### config.mk
export PLATFORM = sky130hd
export DESIGN_NAME = adder_tree_acc_pipe
export DESIGN_NICKNAME = d
export VERILOG_FILES = /design/src/rtl/adder_tree_acc_pipe.sv
export SDC_FILE = /design/constraint.sdc
export NUM_CORES = 1
export LEC_CHECK = 0
export BUFFER_PORTS_ARGS = -buffer_cell sky130_fd_sc_hd__buf_4
export CAP_MARGIN = 30
export CORE_MARGIN = 4
export CORE_UTILIZATION = 52
export CTS_CLUSTER_DIAMETER = 80
export CTS_CLUSTER_SIZE = 14
export DETAILED_ROUTE_END_ITERATION = 12
export PLACE_DENSITY = 0.72
export SYNTH_ARGS = -nofsm -noshare
export SYNTH_HDL_FRONTEND = slang
export SYNTH_SLANG_ARGS = --single-unit
### constraint.sdc
create_clock -name clk -period 6 [get_ports clk]
set_clock_uncertainty 0.05 [all_clocks]
set_input_delay 0.9 -clock clk [delete_from_list [all_inputs] [get_ports clk]]
set_output_delay 0.9 -clock clk [all_outputs]
set_load 0.01 [all_outputs]
### src/rtl/adder_tree_acc_pipe.sv
// rtl/adder_tree_acc_pipe.sv - pipelined signed adder tree feeding a multi-beat accumulator
// Optional saturating accumulator: define ADDER_TREE_ACC_SAT_EN.
module adder_tree_acc_pipe #(
    parameter int NUM_IN = 8,
    parameter int IN_W   = 18,
    parameter int ACC_W  = 24
) (
    input  logic                     clk,
    input  logic                     rst,
    input  logic                     in_valid,
    input  logic [NUM_IN*IN_W-1:0]   in_data,
    input  logic                     in_first,
    input  logic                     in_last,
    output logic                     out_valid,
    output logic signed [ACC_W-1:0]  out_data,
    output logic                     out_sat,
    output logic                     busy
);
    localparam int L = $clog2(NUM_IN);

    // Tag index k travels with data stage k; stage 0 is the registered input beat.
    logic [L:0] tag_v_q, tag_v_d;
    logic [L:0] tag_f_q, tag_f_d;
    logic [L:0] tag_l_q, tag_l_d;

    always_comb begin
        tag_v_d = {tag_v_q[L-1:0], in_valid};
        tag_f_d = {tag_f_q[L-1:0], in_valid & in_first};
        tag_l_d = {tag_l_q[L-1:0], in_valid & in_last};
    end

    always_ff @(posedge clk) begin
        if (rst) begin
            tag_v_q <= '0;
            tag_f_q <= '0;
            tag_l_q <= '0;
        end else begin
            tag_v_q <= tag_v_d;
            tag_f_q <= tag_f_d;
            tag_l_q <= tag_l_d;
        end
    end

    for (genvar k = 0; k <= L; k++) begin : g_stage
        localparam int W = IN_W + k;
        localparam int N = NUM_IN >> k;
        logic signed [W-1:0] sum_q [N];
        logic signed [W-1:0] sum_d [N];

        if (k == 0) begin : g_in
            always_comb begin
                for (int i = 0; i < N; i++)
                    sum_d[i] = in_valid ? $signed(in_data[i*IN_W +: IN_W]) : '0;
            end
        end else begin : g_add
            // Each pair is widened by one bit before adding, so no stage can overflow.
            always_comb begin
                for (int i = 0; i < N; i++)
                    sum_d[i] = tag_v_q[k-1]
                             ? W'(g_stage[k-1].sum_q[2*i]) + W'(g_stage[k-1].sum_q[2*i+1])
                             : '0;
            end
        end

        always_ff @(posedge clk) begin
            for (int i = 0; i < N; i++)
                sum_q[i] <= rst ? '0 : sum_d[i];
        end
    end

    logic                    acc_v, acc_f, acc_l;
    logic signed [ACC_W-1:0] tree_ext;
    logic signed [ACC_W-1:0] acc_q, acc_d, acc_base, acc_new;
    logic signed [ACC_W-1:0] out_data_q, out_data_d;
    logic                    out_valid_q, out_valid_d;
    logic                    busy_q, busy_d;

    assign acc_v    = tag_v_q[L];
    assign acc_f    = tag_f_q[L];
    assign acc_l    = tag_l_q[L];
    assign tree_ext = ACC_W'(g_stage[L].sum_q[0]);

`ifdef ADDER_TREE_ACC_SAT_EN
    logic signed [ACC_W:0] acc_guard;
    logic                  sat_q, sat_d, sat_new;
    logic                  out_sat_q, out_sat_d;
    assign out_sat = out_sat_q;
`else
    assign out_sat = 1'b0;
`endif

    always_comb begin
        acc_d       = acc_q;
        busy_d      = busy_q;
        out_valid_d = 1'b0;
        out_data_d  = out_data_q;
        acc_base    = acc_f ? '0 : acc_q;
`ifdef ADDER_TREE_ACC_SAT_EN
        sat_d       = sat_q;
        out_sat_d   = 1'b0;
        sat_new     = acc_f ? 1'b0 : sat_q;
        acc_guard   = (ACC_W+1)'(acc_base) + (ACC_W+1)'(tree_ext);
        // Guard bit disagreeing with the sign bit means the true sum left the ACC_W range.
        if (acc_guard[ACC_W] != acc_guard[ACC_W-1]) begin
            acc_new = acc_guard[ACC_W] ? {1'b1, {(ACC_W-1){1'b0}}} : {1'b0, {(ACC_W-1){1'b1}}};
            sat_new = 1'b1;
        end else begin
            acc_new = acc_guard[ACC_W-1:0];
        end
`else
        acc_new     = acc_base + tree_ext;
`endif
        if (acc_v) begin
            if (acc_l) begin
                out_valid_d = 1'b1;
                out_data_d  = acc_new;
                acc_d       = '0;
                busy_d      = 1'b0;
`ifdef ADDER_TREE_ACC_SAT_EN
                sat_d       = 1'b0;
                out_sat_d   = sat_new;
`endif
            end else begin
                acc_d       = acc_new;
                busy_d      = busy_q | acc_f;
`ifdef ADDER_TREE_ACC_SAT_EN
                sat_d       = sat_new;
`endif
            end
        end
    end

    always_ff @(posedge clk) begin
        if (rst) begin
            acc_q       <= '0;
            out_data_q  <= '0;
            out_valid_q <= 1'b0;
            busy_q      <= 1'b0;
`ifdef ADDER_TREE_ACC_SAT_EN
            sat_q       <= 1'b0;
            out_sat_q   <= 1'b0;
`endif
        end else begin
            acc_q       <= acc_d;
            out_data_q  <= out_data_d;
            out_valid_q <= out_valid_d;
            busy_q      <= busy_d;
`ifdef ADDER_TREE_ACC_SAT_EN
            sat_q       <= sat_d;
            out_sat_q   <= out_sat_d;
`endif
        end
    end

    assign out_valid = out_valid_q;
    assign out_data  = out_data_q;
    assign busy      = busy_q;
endmodule

==> impl_metrics.py, run 1 <==
metrics = {
    "finish": {
        "antenna_cells": 0,
        "drive_above_1_share": 0.1201,
        "area_growth_pct": 14.86,
        "nets": 2183,
        "nFillCells": 2668,
        "final_cells": 2269,
        "stdcell_area_mm2": 0.01858,
        "final_util": 0.6059,
    },
    "sta": {
        "worst_slew_pin_slew_ns": 0.9972,
        "timing.final.max_slew_violations": 0,
        "setup_ws_ns": 2.429,
        "finalCritPeriodShare": 0.5951,
        "fin_setup_tns_ns": 0,
        "rsz0062_at_grt": "false",
        "relSlewSlack": 0.3343,
        "setup_viol": 0,
        "whs_ns": 0.3887,
        "hold_violations": 0,
        "post-route-min-period_ns": 3.571,
        "max_freq_ghz": 0.2801,
    },
    "power_and_ir_drop": {
        "power.leakage_nw": 8.558,
        "powerDensity_mw_per_mm2": 228.7,
        "p_clk_frac": 0.376,
        "switching_power_mw": 0.9347,
        "p_sw_frac": 0.2200,
        "p_comb_frac": 0.071,
        "power_mw": 4.249,
        "p_seq_frac": 0.553,
        "irDropWorstVdd_mv": 0.2281,
        "p_int_mw": 3.315,
    },
    "global_routing": {
        "track_usage": 0.1927,
        "grt_pass1_wl_um": 55700,
        "met3_usage": 0.02704,
        "gr-usage-met2": 0.3143,
        "antenna_found_initial": 0,
        "grt_start_max_net_pins": 118,
        "grt_busiest_layer": "met2",
        "gr-usage-met1": 0.2717,
        "grt.overflow.total": 0,
        "grt_pass1_vias": 11850,
    },
    "routing": {
        "drt_first_pass_iters": 5,
        "wl_per_cell_um": 14.62,
        "num_vias": 12180,
        "drc": 0,
        "vias_per_cell": 5.366,
        "totalWireLength_um": 33170,
        "drtAntennaViolNets": 0,
        "drtIter0Drc": 720,
    },
    "synth": {
        "synth_xor_area_frac": 0.06009,
        "synth_top_flop_cell": "dfxtp_1",
        "synth_edf_count": 0,
        "syn_area_mm2": 0.01618,
        "syn_area_per_cell_um2": 9.433,
        "ys_seq_area_frac": 0.4244,
        "synth_top_family_by_area": "simple AND/OR/NAND/NOR gates",
        "yosys.area.top_type": "dfxtp_1",
        "synth_compound_area_frac": 0.1745,
        "synth_commonest_cells": "dfxtp_1 (343), and2_1 (165), nor2_1 (161)",
        "synthArstFlopShare": 0,
        "synth_adder_area_share": 0.1282,
        "synthSimpleGateAreaFrac": 0.1887,
        "synth_area_leaders": "dfxtp_1 (42%), ha_1 (12%), and2_1 (6.4%)",
        "ys_ff_latch": 343,
        "synth_mux_area_frac": 0.003094,
        "syn_inst": 1715,
        "synth_most_common_cell": "dfxtp_1",
        "synthesis.nets": 2025,
        "ys.warnings.count": 0,
        "synth_top_area_share": 0.4244,
        "ys_types": 65,
    },
    "die": {
        "die_w_um": 184.4,
        "die_area_mm2": 0.03400,
        "start_util": 0.5275,
        "die_y_um": 184.4,
        "core.rowCount": 64,
        "core_mm2": 0.03067,
        "boundaryPins": 176,
    },
    "setup_path": {
        "setup.worst_path.start_class": "register",
        "worstPathArrival_ns": 3.97,
        "cpMaxStageDelayCell": "dfxtp_1",
        "end_kind": "register",
        "path_class": "reg -> reg",
        "regToRegStartpoint": "tag_f_q[3]",
        "worst-path-max-fanout": 25,
        "max_stage_delay_ns": 0.98,
        "critical_path.most_common_cell": "o21ai_1",
        "worstPathRequired_ns": 6.40,
        "rrSetupSlack_ns": 2.43,
        "r2r.worst_path.cells": 11,
        "cp_cell_sequence": "nand2b_1, inv_1, ha_1, a211oi_1, o21ai_1, o31ai_1, nand3_1, a21oi_1, a221o_1, o21ai_1, a22o_1",
        "r2r-end": "out_data[17]",
    },
    "clock_tree": {
        "cts_tree": "yes",
        "postCtsSetupBuffers": 0,
        "holdBufCountCts": 0,
        "clock_sinks": 343,
        "root_buffer": "clkbuf_16",
        "cts.clk_slew.worst_paths_ns": 0.07,
        "cts_resized": 0,
        "cts_max_path_buffers": 3,
        "cts_max_level": 1,
        "numCtsBuffers": 28,
        "clkLatencyLatePin_ns": 0.56,
    },
    "placement": {
        "dp.cells": 2239,
        "dp_slack_ns": 2.438,
        "dp_hpwl_um": 25090,
        "io_buffers": 174,
        "gp_routability_congestion": 0.8639,
        "place_area_mm2": 0.01784,
    },
    "min_path": {
        "hold_depth": 1,
        "hold_end": "tag_f_q[1]",
        "hp-class": "reg -> reg",
        "hp-start": "tag_f_q[0]",
    },
    "run": {
        "drv_cap": 0,
    },
    "status": {
        "status": "completed",
    },
}
## placed cells by master (no fill, tap or decap), types with 9 or more instances in the layout
cell type	count
nor3_1	21
a22o_1	28
nand3_1	31
a21o_1	62
clkbuf_16	28
o21ai_0	56
and2_1	165
xor2_1	48
ha_1	153
o21ai_1	9
xnor2_1	63
a21oi_1	138
nand2b_1	28
nor2b_1	53
o31ai_1	16
a31oi_1	11
nand2_1	65
nor2_1	161
o21a_1	17
a211oi_1	10
nand4_1	14
inv_1	34
buf_4	180
dfxtp_1	343
o21bai_1	14
## kinds of logic (layout without fill, tap and decap cells)
kind of cell / Yosys count / in the layout
DFF: 343 / 343
other: 1 / 1
xor gates and xnor gates: 111 / 111
buffers and inverters: 88 / 246
muxes: 5 / 5
and+or+nand+nor: 583 / 583
AOI/OAI and AO/OA: 423 / 423
adders and majority gates: 161 / 161
## critical path: cells and delay by family, from the launching register on
family                   cells  cell delay [ns]
buffers and inverters        1             0.06
AND/OR/NAND/NOR              2             0.37
AO/OA/AOI/OAI                7             1.72
flip-flops                   1             0.98
adder cells (fa/ha/maj)      1             0.28
## metal layers
metal / up-vias / wire, um
met3: 51 / 1501
met4: 0 / 764
met1: 5540 / 16010
li1: 6300 / -
met2: 285 / 14900
met5: - / 0
## state kept, by name, summed over array words and instances, names as in the netlist
signal / cells
busy: 1
out_data: 24
tag_v_q: 4
g_stage.sum_q: 281
tag_l_q: 4
out_valid: 1
acc_q: 24
tag_f_q: 4
## final cells by class
type	instances	area [um2]	area share
clock buffers	28	700.7	0.03771
clock inverters	2	38.79	0.002087
repair buffers	181	1363	0.07333
multi-input cells	1284	8986	0.4836
flip-flops and latches	343	6867	0.3695
well taps	396	495.5	0.02666
inverters	35	131.4	0.007070
## how the worst max path moves through the flow
| stage | endpoint | slack, ns | startpoint | cells after the start |
|---|---|---|---|---|
| 2_1_floorplan | out_data[16] | 3.17 | tag_f_q[3] | 13 |
| 3_3_place_gp | out_data[17] | 2.45 | tag_f_q[3] | 11 |
| 3_5_place_dp | out_data[17] | 2.44 | tag_f_q[3] | 11 |
| 4_1_cts | acc_q[17] | 2.40 | tag_f_q[3] | 11 |
| 5_1_grt | acc_q[17] | 2.03 | tag_f_q[3] | 11 |
| 6_report | out_data[17] | 2.43 | tag_f_q[3] | 11 |
## power groups by stage
| stage | sequential, mW | clock, mW | combinational [mW] |
|---|---|---|---|
| floorplan | 2.39 | 0 | 0.187 |
| global placement | 2.40 | 0 | 0.299 |
| detailed placement | 2.40 | 0 | 0.303 |
| CTS | 2.35 | 1.64 | 0.306 |
| global route | 2.35 | 1.74 | 0.341 |
| finish | 2.35 | 1.60 | 0.303 |
No activity file was read; power rests on OpenSTA's default activity.
==> run 2, diff against run 1 <==
==> constraint.sdc (replaced) <==
create_clock -name clk -period 3.6 [get_ports clk]
set_clock_uncertainty 0.05 [all_clocks]
set_input_delay 0.54 -clock clk [delete_from_list [all_inputs] [get_ports clk]]
set_output_delay 0.54 -clock clk [all_outputs]
set_load 0.01 [all_outputs]
==> run 2 against run 1 <==
  * Combinational power rose by 68%
  * Clock power rose by 66%
  * First-iteration DRC count fell by 20%
  * Global-route usage barely moved
  * Clock-buffer cell count did not move
  * Highest routed layer unchanged
  * Critical path depth did not move
==> impl_metrics.py, run 2 (same netlist as run 1, synthesis figures left out) <==
metrics = {
    "min_path": {
        "hold_depth": 2,
        "hold_end": "g_stage[0].sum_q[0][51]",
        "hp-class": "in -> reg",
        "hp-start": "in_data[51]",
    },
    "global_routing": {
        "antenna_found_initial": 0,
        "grt_pass1_vias": 11780,
        "grt_start_max_net_pins": 118,
        "grt_pass1_wl_um": 55620,
        "grt.overflow.total": 0,
        "track_usage": 0.1924,
    },
    "finish": {
        "area_growth_pct": 15.14,
        "largest_reg_flops": 281,
        "nets": 2187,
        "drive_above_1_share": 0.1220,
        "final_cell_mix": "dfxtp_1 (343), buf_4 (183), and2_1 (165)",
        "final_cells": 2274,
        "final_common_cell": "dfxtp_1",
        "top_register": "g_stage.sum_q",
        "stdcell_area_mm2": 0.01863,
    },
    "routing": {
        "drc": 0,
        "drt_first_pass_iters": 5,
        "drtIter0Drc": 573,
        "totalWireLength_um": 33280,
        "drtAntennaViolNets": 0,
        "vias_per_cell": 5.328,
        "num_vias": 12120,
        "wl_per_cell_um": 14.64,
    },
    "die": {
        "core_mm2": 0.03067,
        "boundaryPins": 176,
        "die_area_mm2": 0.03400,
        "start_util": 0.5275,
        "die_w_um": 184.4,
        "die_y_um": 184.4,
        "core.rowCount": 64,
    },
    "placement": {
        "dp.cells": 2243,
        "io_buffers": 174,
        "gp_routability_congestion": 0.8905,
        "place_area_mm2": 0.01788,
        "dp_hpwl_um": 25620,
    },
    "sta": {
        "max_freq_ghz": 0.3242,
        "worst_slew_pin_slew_ns": 0.6892,
        "setup_viol": 0,
        "timing.final.max_slew_violations": 0,
        "relSlewSlack": 0.5347,
        "fin_setup_tns_ns": 0,
        "post-route-min-period_ns": 3.085,
        "rsz0062_at_grt": "false",
        "hold_violations": 0,
        "finalCritPeriodShare": 0.8569,
    },
    "run": {
        "drv_cap": 0,
    },
    "clock_tree": {
        "clock_sinks": 343,
        "cts_tree": "yes",
        "postCtsSetupBuffers": 0,
        "holdBufCountCts": 0,
        "cts.clk_slew.worst_paths_ns": 0.07,
        "numCtsBuffers": 28,
        "cts_max_level": 1,
        "cts_resized": 0,
        "root_buffer": "clkbuf_16",
        "cts_max_path_buffers": 3,
        "clkLatencyLatePin_ns": 0.56,
    },
    "setup_path": {
        "r2r-end": "out_data[15]",
        "worstPathArrival_ns": 3.48,
        "rrSetupSlack_ns": 0.52,
        "end_kind": "register",
        "r2r.worst_path.cells": 11,
        "setup.worst_path.start_class": "register",
        "worst-path-max-fanout": 23,
        "worstPathRequired_ns": 4.00,
        "critPathLaunch": "tag_f_q[3]",
        "path_class": "reg -> reg",
        "regToRegStartpoint": "tag_f_q[3]",
    },
    "power_and_ir_drop": {
        "powerDensity_mw_per_mm2": 379.8,
        "irDropWorstVdd_mv": 0.4372,
        "power_mw": 7.075,
        "power.leakage_nw": 8.581,
    },
    "status": {
        "status": "completed",
    },
}
==> run 2: cell count changes in the layout (fill, tap and decap cells not counted) <==
| cell | delta |
|---|---|
| buf_12 | +1 |
| diode_2 | +1 |
| buf_4 | +3 |
==> run 2: how the worst max path moves through the flow <==
stage	end	cells past startpoint
4_1_cts	acc_q[16]	13
6_report	out_data[15]	11
3_5_place_dp	out_data[16]	13
2_1_floorplan	out_data[16]	13
3_3_place_gp	out_data[16]	13
5_1_grt	out_data[16]	13
==> run 2: layer usage <==
metal	global-route usage	vias to the layer above	routed length [um]
li1	-	6314	-
met1	0.2684	5535	16100
met2	0.3217	231	15190
met3	0.02645	35	1391
met4	0.03875	0	603
met5	0	-	0
==> run 2: cell type report <==
| type | instances | area (um2) |
|---|---|---|
| clock buffers | 28 | 700.7 |
| diodes | 1 | 2.502 |
| inverters | 35 | 131.4 |
| flip-flops and latches | 343 | 6867 |
| clock inverters | 2 | 38.79 |
| multi-input cells | 1284 | 8986 |
| well taps | 396 | 495.5 |
| repair buffers | 185 | 1405 |
| fillers | 2621 | 12040 |
==> run 2: per-stage QoR <==
| step | hold slack, ns | setup WS [ns] | utilization |
|---|---|---|---|
| detailed placement | 0.3779 | 0.5387 | 0.5831 |
| floorplan | 0.3638 | 0.7669 | - |
| finish | 0.1248 | 0.5150 | 0.6073 |
| global placement | 0.3652 | 0.6525 | 0.5828 |
| CTS | 0.09359 | 0.5302 | 0.6073 |
| global route | 0.09904 | 0.2874 | 0.6073 |
==> run 2: report_power, final <==
group	switching [mW]	internal (mW)	total (mW)	leakage (nW)
logic	0.247	0.263	0.510	5.43
registers	0.0333	3.88	3.92	2.79
clock network	1.27	1.38	2.65	0.361
==> run 2: worst max-delay path: stages, from the launching register on <==
cell      delay (ns)
dfxtp_1         0.35
buf_4           0.29
nor2b_1         0.08
ha_1            0.34
o211ai_1        0.19
o21ai_1         0.13
o31ai_1         0.40
nand3_1         0.14
a21oi_1         0.46
o21ai_1         0.17
xnor2_1         0.17
a22o_1          0.20
